===== src/rtl/num_display_scan.sv =====
// Multiplexed 7-segment driver: captures a calculator number and scans its BCD digits
// onto one shared segment bus, handling decimal point, leading-zero blanking, sign and error.
package calc_pkg;
    localparam int NumDigits = 8;
    localparam int ExpW      = $clog2(NumDigits);

    typedef struct packed {
        logic                        error;
        logic                        sign;
        logic [ExpW-1:0]             exponent;
        logic [NumDigits-1:0][3:0]   significand;
    } num_t;

    // Segment order {a,b,c,d,e,f,g} on bits 6..0; anything that is not a BCD digit is dark.
    function automatic logic [6:0] bcd2segments(input logic [3:0] bcd);
        logic [6:0] seg;
        case (bcd)
            4'd0:    seg = 7'b1111110;
            4'd1:    seg = 7'b0110000;
            4'd2:    seg = 7'b1101101;
            4'd3:    seg = 7'b1111001;
            4'd4:    seg = 7'b0110011;
            4'd5:    seg = 7'b1011011;
            4'd6:    seg = 7'b1011111;
            4'd7:    seg = 7'b1110000;
            4'd8:    seg = 7'b1111111;
            4'd9:    seg = 7'b1111011;
            default: seg = 7'b0000000;
        endcase
        return seg;
    endfunction
endpackage

module num_display_scan #(
    parameter int ClkDiv = 1000
) (
    input  logic                           clk_i,
    input  logic                           rst_i,
    input  calc_pkg::num_t                 num_i,
    input  logic                           load_i,
    input  logic                           blank_i,
    output logic [6:0]                     segments_o,
    output logic                           dp_o,
    output logic [calc_pkg::NumDigits-1:0] digit_en_o,
    output logic                           minus_o
);
    localparam int NumDigits = calc_pkg::NumDigits;
    localparam int IdxW      = $clog2(NumDigits);
    localparam int DivW      = (ClkDiv > 1) ? $clog2(ClkDiv) : 1;
    localparam logic [DivW-1:0] DivMax = DivW'(ClkDiv - 1);
    localparam logic [IdxW-1:0] IdxMax = IdxW'(NumDigits - 1);
    localparam logic [6:0]      SegE   = 7'b1001111;

    calc_pkg::num_t    r_shadow;
    logic              r_blank;
    logic [DivW-1:0]   r_div;
    logic [IdxW-1:0]   r_idx;

    logic [3:0]            w_digit;
    logic                  w_upperNonZero;
    logic                  w_leadBlank;
    logic [6:0]            w_seg;
    logic                  w_dp;
    logic                  w_minus;
    logic [NumDigits-1:0]  w_en;

    always_ff @(posedge clk_i or posedge rst_i) begin
        if (rst_i) begin
            r_shadow <= '0;
            r_blank  <= 1'b0;
            r_div    <= '0;
            r_idx    <= '0;
        end else begin
            if (load_i) begin
                r_shadow <= num_i;
            end
            r_blank <= blank_i;
            if (r_div == DivMax) begin
                r_div <= '0;
                r_idx <= (r_idx == IdxMax) ? '0 : r_idx + 1'b1;
            end else begin
                r_div <= r_div + 1'b1;
            end
        end
    end

    // A digit is a leading zero only if it and every more significant digit are zero.
    always_comb begin
        w_upperNonZero = 1'b0;
        for (int j = 0; j < NumDigits; j++) begin
            if (j >= int'(r_idx) && r_shadow.significand[j] != 4'd0) begin
                w_upperNonZero = 1'b1;
            end
        end
    end

    always_comb begin
        w_digit     = r_shadow.significand[r_idx];
        w_leadBlank = (r_idx > r_shadow.exponent) && !w_upperNonZero;
        w_en        = NumDigits'(1) << r_idx;
        w_minus     = r_shadow.sign && !r_shadow.error && (r_shadow.significand != '0);
        w_seg       = '0;
        w_dp        = 1'b0;
        if (r_shadow.error) begin
            w_seg = (r_idx == '0) ? SegE : 7'b0000000;
        end else if (!w_leadBlank) begin
            w_seg = calc_pkg::bcd2segments(w_digit);
            w_dp  = (r_idx == r_shadow.exponent);
        end
    end

    always_ff @(posedge clk_i or posedge rst_i) begin
        if (rst_i) begin
            segments_o <= '0;
            dp_o       <= 1'b0;
            digit_en_o <= '0;
            minus_o    <= 1'b0;
        end else if (r_blank) begin
            segments_o <= '0;
            dp_o       <= 1'b0;
            digit_en_o <= '0;
            minus_o    <= 1'b0;
        end else begin
            segments_o <= w_seg;
            dp_o       <= w_dp;
            digit_en_o <= w_en;
            minus_o    <= w_minus;
        end
    end
endmodule


===== config.mk =====
export PLATFORM = sky130hd
export DESIGN_NAME = num_display_scan
export DESIGN_NICKNAME = d
export VERILOG_FILES = /design/src/rtl/num_display_scan.sv
export SDC_FILE = /design/constraint.sdc
export NUM_CORES = 1
export LEC_CHECK = 0
export CAP_MARGIN = 20
export CORE_MARGIN = 3
export CORE_UTILIZATION = 45
export CTS_CLUSTER_SIZE = 8
export DETAILED_ROUTE_END_ITERATION = 8
export HOLD_SLACK_MARGIN = 0.06
export PLACE_DENSITY = 0.7
export SLEW_MARGIN = 10
export SYNTH_ARGS = -nofsm -noshare
export SYNTH_HDL_FRONTEND = slang
export SYNTH_SLANG_ARGS = --single-unit

===== constraint.sdc =====
create_clock -name clk_i -period 2.8 [get_ports clk_i]
set_input_delay 0.56 -clock clk_i [delete_from_list [all_inputs] [get_ports clk_i]]
set_output_delay 0.56 -clock clk_i [all_outputs]
set_load 0.02 [all_outputs]

==> out/summary.txt, run 1 <==
ROUTING
----------------------------------------------------------------------------------
Number of DRC markers in iteration 0                                            83
Wire length reported by the detailed router                                6350 um
First-pass iteration count of the detailed router                                4
Per-cell via count in the routed design                                       5.18
DRC Markers                                                                      0
Remaining number of nets flagged by the antenna check after routing              0
Via count                                                                     2169
Wire per inst                                                              15.2 um

GRT
----------------------------------------------------------------------------------
Number of antenna violations at the first check in global routing                0
Global-route wire length before repair                                    10600 um
Maximum number of pins on one net before global-route repair                    40
All-layer global routing usage                                               0.164
Number of global-route vias before repair                                     2165
Sum of overflow across all layers after global routing                           0

CRITICAL PATH
----------------------------------------------------------------------------------
Type of the worst setup path                                          register to register
Worst Path Max Fanout                                                           14
Start point of the critical path                                          r_idx[1]
Critical path capture point                                           segments_o[1]
Crit path max-delay cell type                                         sky130_fd_sc_hd__dfrtp_1
Critical path endpoint category                                           register
Cell depth of the worst flop-to-flop path                                        7
Reg-to-reg endpoint                                                   segments_o[1]
Worst setup slack for register-to-register paths                           0.27 ns
Crit path DAT                                                              2.74 ns
Launch point of the worst reg-to-reg path                                 r_idx[1]
Sequence of cells on the critical path                                inv_1, ha_1, o21bai_1, a222oi_1, o211ai_1, o32ai_4, nor3_1
Required time at the worst-slack endpoint                                  3.01 ns
Maximum cell stage delay along the critical path                           0.73 ns
Critical path launch point type                                           register

TIMING
----------------------------------------------------------------------------------
Final clock skew                                                         0.0109 ns
Final-report max-slew violation count                                            0
Shortest period the worst path allows                                      2.53 ns
Worst Slack Setup Final                                                   0.271 ns
Unrepaired setup endpoints after global routing                                 no
Timing-limited maximum frequency                                           395 MHz
Setup-violating endpoint count in the final report                               0
Setup TNS                                                                     0 ns
Pin slew with the least headroom to its limit                             0.631 ns
Hold Violations, Final                                                           0
Worst max-slew margin expressed relative to the limit                        0.579
Post-route clock period utilization                                          0.903

PWR
----------------------------------------------------------------------------------
Areal power density over the cells                                      546 nW/um2
Clock power frac                                                             0.379
Internal portion of total power                                          0.00174 W
P_sw                                                                    0.000542 W
Worst IR drop on VDD                                                    0.000393 V
Leakage power figure                                                       1.75 nW
Fraction of power spent switching nets                                       0.238
Share of total power in sequential cells                                     0.485
Share of power burned in combinational logic                                 0.136

OUTCOME
----------------------------------------------------------------------------------
Status                                                                   completed

SYNTHESIS
----------------------------------------------------------------------------------
Total standard cell area after synthesis                                  3270 um2
Warnings, synthesis                                                              0
Number of enable flip-flop cells after synthesis                                 0
Share of async-settable or async-resettable flops after synthesis             1.00
Synth Instances                                                                253
Sequential fraction of the synthesis area                                    0.521
Syn Area/Cell                                                             12.9 um2
Syn Nets                                                                       309
Leading register cell type out of synthesis                           sky130_fd_sc_hd__dfrtp_1
Post-synth cell types                                                           46
Register bit count reported by yosys                                            68

DIE
----------------------------------------------------------------------------------
Rows                                                                            30
Placeable core area                                                       6910 um2
Vert. Die Dim                                                              91.2 um
I/O pin count                                                                   58
Die width                                                                  91.2 um
Die footprint                                                             8320 um2
Starting density of the core                                                 0.473

CELLS AND AREA
----------------------------------------------------------------------------------
Highest-count cells in the layout ignoring fill and taps              sky130_fd_sc_hd__dfrtp_1 (68), sky130_fd_sc_hd__clkdlybuf4s50_1 (57), sky130_fd_sc_hd__mux2_2 (36), sky130_fd_sc_hd__nor2_1 (19), sky130_fd_sc_hd__ha_1 (15)
NumNets Final                                                                  374
FILL cells                                                                     569
Multi-input logic area                                                    1480 um2
Final cell utilization of the core                                           0.605
Antenna cells                                                                    0
Most common cell after layout, fill and taps aside                    sky130_fd_sc_hd__dfrtp_1
Fraction of final layout cells sized beyond drive strength 1                 0.229
Sequential cell area in the final layout                                  1700 um2
Area added between synthesis and finish                                      27.8%

CLOCKING
----------------------------------------------------------------------------------
Total clock buffers created by CTS                                               9
Maximum buffer depth of the clock tree                                           2
CTS clk-pin slew, worst paths                                              0.07 ns
Cell at the root of the clock tree                                    sky130_fd_sc_hd__clkbuf_8
Total number of clock tree sinks                                                68
Setup bufs post-CTS                                                              0
Resize count post-CTS                                                            0
Level count of the clock H-tree                                                  3
TritonCTS clock tree                                                         built
Hold bufs inserted after CTS                                                     0
Clock latency of the later-clocked register in the worst-skew pair         0.34 ns

HOLD PATH
----------------------------------------------------------------------------------
Worst Min Path Start                                                      r_div[0]
Class of the tightest hold or removal check                           register to register

JOB
----------------------------------------------------------------------------------
Max_cap viols                                                                    0

PLACEMENT
----------------------------------------------------------------------------------
Worst slack after detailed placement                                      0.294 ns
Final weighted congestion of routability-driven global placement             0.797
Final HPWL DP                                                              4730 um
Number of buffers inserted by port buffering                                    57

## cells by family (layout without fill, tap and decap cells)
kind of cell | count (synthesis) | after routing | synth area share
simple gates | 71 | 71 | 0.118
buf+inv | 16 | 86 | 0.0260
fa+ha+maj | 15 | 15 | 0.0574
compound gates | 28 | 28 | 0.0643
xor+xnor | 6 | 6 | 0.0161
flops | 68 | 68 | 0.521
mux | 49 | 49 | 0.198
## worst max-delay path, delay by kind of cell (launching register included)
kind            cells  cell delay (ns)
simple gates        1             0.09
flops               1             0.73
compound gates      4             1.10
fa+ha+maj           1             0.26
buf+inv             1             0.21
## layer usage
layer | track usage | routed length [um] | vias to the layer above
met4 | 0.0716 | 126 | 0
li1 | - | - | 1045
met3 | 0.0406 | 335 | 11
met1 | 0.220 | 3020 | 1048
met2 | 0.253 | 2870 | 65
met5 | 0 | 0 | -
## flip-flops by register name (all words and copies together) (netlist names)
signal and cells:
r_shadow 37, minus_o 1, r_blank 1, r_div 10, dp_o 1, digit_en_o 8
r_idx 3, segments_o 7
## per-stage QoR
step / cell area [um2] / std cells / hold WS (ns) / power (W)
2_1_floorplan: 3270 / 253 / 0.433 / 0.00129
3_3_place_gp: 3950 / 403 / 0.444 / 0.00143
6_report: 4180 / 419 / 0.464 / 0.00228
5_1_grt: 4180 / 419 / 0.496 / 0.00237
4_1_cts: 4180 / 419 / 0.465 / 0.00230
3_5_place_dp: 3950 / 403 / 0.450 / 0.00144
## cells in the mapped netlist, drive strengths merged (3+ instances only)
cell,count,share of area
or4,5,0.015
o21ai,8,0.012
xnor2,4,0.011
buf,3,0.0080
nand3b,3,0.0069
and2,6,0.012
inv,8,0.0092
mux2i,5,0.016
mux4,8,0.057
clkbuf,5,0.0088
ha,15,0.057
nor2,19,0.022
a21oi,6,0.010
nor2b,4,0.0077
nand2,11,0.013
mux2,36,0.12
dfrtp,68,0.52
nand3,5,0.0077
nor3,7,0.011
nor4,4,0.0077
## power by group through the flow
stage                     combinational (W)  sequential (W)  clock (W)
after floorplan                    0.000169         0.00112          0
after global placement             0.000307         0.00112          0
after detailed placement           0.000313         0.00112          0
after CTS                          0.000314         0.00110   0.000882
after global routing               0.000340         0.00111   0.000922
final                              0.000311         0.00111   0.000864
## how the worst min path moves through the flow
stage,slack [ns],cells past startpoint,endpoint
after global routing,0.50,1,r_div[0]
after CTS,0.47,1,r_div[0]
after global placement,0.44,1,r_div[0]
after detailed placement,0.45,1,r_div[0]
final,0.46,1,r_div[0]
after floorplan,0.43,1,r_div[0]
## layout make-up
class	instances	area share
Inverter	8	0.00719
Timing Repair Buffer	62	0.149
Clock buffer	13	0.0429
Tap cell	96	0.0288
Sequential cell	68	0.408
Multi-Input combinational cell	169	0.355
Clock inverter	3	0.0102
(Power assumes the default switching activity.)
==> run 2, diff against run 1 <==
GPL_TIMING_DRIVEN = 0   (was not set)
==> run 2 against run 1 <==
  * Setup slack lost 0.076 ns
  * Final cell count up 0.72%
  * Clock power up 16%
  * Worst hold slack worse by 0.044 ns
  * Combinational power increased by 1%
  * First-iteration DRC count decreased by 13%
  * Flip-flop and latch count unchanged
  * Critical path type unchanged
==> out/summary.txt, run 2 (same netlist as run 1, synthesis figures left out) <==
DIE
----------------------------------------------------------------------------------
Die width                                                                  91.2 um
Die footprint                                                             8320 um2
I/O pin count                                                                   58
Starting density of the core                                                 0.473
Placeable core area                                                       6910 um2
Vert. Die Dim                                                              91.2 um
Rows                                                                            30

CELLS AND AREA
----------------------------------------------------------------------------------
Final cell utilization of the core                                           0.612
Biggest register                                                          r_shadow
Fraction of final layout cells sized beyond drive strength 1                 0.221
Highest-count cells in the layout ignoring fill and taps              sky130_fd_sc_hd__dfrtp_1 (68), sky130_fd_sc_hd__clkdlybuf4s50_1 (56), sky130_fd_sc_hd__mux2_2 (36), sky130_fd_sc_hd__nor2_1 (19), sky130_fd_sc_hd__ha_1 (15)
Number of flip-flops in the largest register                                    37
Most common cell after layout, fill and taps aside                    sky130_fd_sc_hd__dfrtp_1
Antenna cells                                                                    0
Cell area after layout                                                    4230 um2
FILL cells                                                                     586
Area added between synthesis and finish                                      29.4%
Final instance count without filler cells                                      422
NumNets Final                                                                  377
Registers with the highest flip-flop counts                           r_shadow x37, r_div x10, digit_en_o x8

CLOCKING
----------------------------------------------------------------------------------
Clock latency of the later-clocked register in the worst-skew pair         0.35 ns
TritonCTS clock tree                                                         built
Setup bufs post-CTS                                                              0
Total number of clock tree sinks                                                68
Hold bufs inserted after CTS                                                     0
CTS clk-pin slew, worst paths                                              0.07 ns
Cell at the root of the clock tree                                    sky130_fd_sc_hd__clkbuf_8
Total clock buffers created by CTS                                               9
Maximum buffer depth of the clock tree                                           2
Resize count post-CTS                                                            0
Level count of the clock H-tree                                                  3

CRITICAL PATH
----------------------------------------------------------------------------------
Reg-to-reg endpoint                                                   segments_o[3]
Worst Path Max Fanout                                                           10
Type of the worst setup path                                          register to register
Crit path max-delay cell type                                         sky130_fd_sc_hd__mux4_2
Crit path DAT                                                              2.82 ns
Maximum cell stage delay along the critical path                           0.53 ns
Worst setup slack for register-to-register paths                           0.19 ns
Critical path launch point type                                           register
Worst path buffer plus inverter count                                            1
Launch point of the worst reg-to-reg path                                 r_idx[1]
Cell type group with the largest total delay on the critical path     multiplexers
Cell depth of the worst flop-to-flop path                                        7
Critical path endpoint category                                           register
Required time at the worst-slack endpoint                                  3.02 ns
Sequence of cells on the critical path                                buf_6, mux4_2, mux2i_2, ha_1, or2_2, a21oi_1, nor3_1

ROUTING
----------------------------------------------------------------------------------
Number of DRC markers in iteration 0                                            72
Via count                                                                     2245
Per-cell via count in the routed design                                       5.32
Wire length reported by the detailed router                                6720 um
Wire per inst                                                              15.9 um
DRC Markers                                                                      0
First-pass iteration count of the detailed router                                6
Remaining number of nets flagged by the antenna check after routing              0

TIMING
----------------------------------------------------------------------------------
Pin slew with the least headroom to its limit                             0.631 ns
Setup-violating endpoint count in the final report                               0
Final clock skew                                                        0.00851 ns
Post-route clock period utilization                                          0.931
Hold Violations, Final                                                           0
Worst max-slew margin expressed relative to the limit                        0.579
Final-report max-slew violation count                                            0
Unrepaired setup endpoints after global routing                                 no
Shortest period the worst path allows                                      2.61 ns
Setup TNS                                                                     0 ns
Timing-limited maximum frequency                                           384 MHz

PWR
----------------------------------------------------------------------------------
Worst IR drop on VDD                                                    0.000312 V
Areal power density over the cells                                      571 nW/um2
Overall power after layout                                               0.00242 W
Leakage power figure                                                       1.77 nW

GRT
----------------------------------------------------------------------------------
All-layer global routing usage                                               0.169
Maximum number of pins on one net before global-route repair                    68
Number of global-route vias before repair                                     2193
Number of antenna violations at the first check in global routing                0
Sum of overflow across all layers after global routing                           0
Global-route wire length before repair                                    10900 um

PLACEMENT
----------------------------------------------------------------------------------
Final HPWL DP                                                              4860 um
Instance area after placement                                             3980 um2
Cell count after placement                                                     406
Final weighted congestion of routability-driven global placement             0.805
Number of buffers inserted by port buffering                                    56

HOLD PATH
----------------------------------------------------------------------------------
Class of the tightest hold or removal check                           input port to async pin

JOB
----------------------------------------------------------------------------------
Max_cap viols                                                                    0

OUTCOME
----------------------------------------------------------------------------------
Status                                                                   completed

==> run 2: cell count changes in the layout (fill, tap and decap cells not counted), moves of 2 or more <==
cell / delta
sky130_fd_sc_hd__bufinv_16: +2
sky130_fd_sc_hd__buf_6: +2
sky130_fd_sc_hd__clkbuf_1: +5
sky130_fd_sc_hd__buf_4: -4
==> run 2: layer usage <==
layer  track usage  routed length [um]  part of all wire  vias up
li1              -                   -                 -     1051
met1         0.221                3010              0.45     1084
met2         0.261                3120              0.47       95
met3        0.0456                 416             0.062       15
met4        0.0829                 171             0.025        0
met5             0                   0                 0        -
==> run 2: report_power, final <==
part,internal [W],total [W],switching [W],leakage (nW)
logic,0.000179,0.000315,0.000136,0.806
registers,0.00105,0.00110,0.0000514,0.836
clock network,0.000639,0.000998,0.000359,0.127
==> run 2: worst max-delay path by stage <==
stage	start	end	slack, ns	cells past startpoint
after floorplan	rst_i	digit_en_o[0]	0.53	1
after global placement	rst_i	segments_o[6]	-0.56	2
after detailed placement	r_idx[1]	segments_o[3]	0.23	7
after CTS	r_idx[1]	segments_o[3]	0.20	7
after global routing	r_idx[1]	segments_o[3]	0.09	7
final	r_idx[1]	segments_o[3]	0.19	7
==> run 2: layout make-up <==
type | instances | area [um2] | area share
Sequential cell | 68 | 1700 | 0.402
Timing Repair Buffer | 57 | 588 | 0.139
Multi-Input combinational cell | 169 | 1480 | 0.350
Inverter | 8 | 32.5 | 0.00769
Clock inverter | 4 | 95.1 | 0.0225
Tap cell | 96 | 120 | 0.0284
Clock buffer | 12 | 155 | 0.0367
Buffer | 8 | 55.1 | 0.0130
==> run 2: worst reg2reg max path, stage by stage, from the launching register on <==
cell and delay, ns:
sky130_fd_sc_hd__dfrtp_1 0.48, sky130_fd_sc_hd__buf_6 0.20, sky130_fd_sc_hd__mux4_2 0.53, sky130_fd_sc_hd__mux2i_2 0.41, sky130_fd_sc_hd__ha_1 0.34, sky130_fd_sc_hd__or2_2 0.30
sky130_fd_sc_hd__a21oi_1 0.16, sky130_fd_sc_hd__nor3_1 0.06
==> run 2: stage by stage <==
stage	hold WS, ns	worst slack [ns]
detailed placement	0.459	0.235
global placement	0.447	-0.564
global route	0.428	0.0934
floorplan	0.433	0.528
finish	0.420	0.194
CTS	0.407	0.205
==> run 3, diff against run 2 <==
CAP_MARGIN = not set   (was 20)
==> results of run 3 <==
No change in the layout: final DEF, timing and power equal those of run 2.
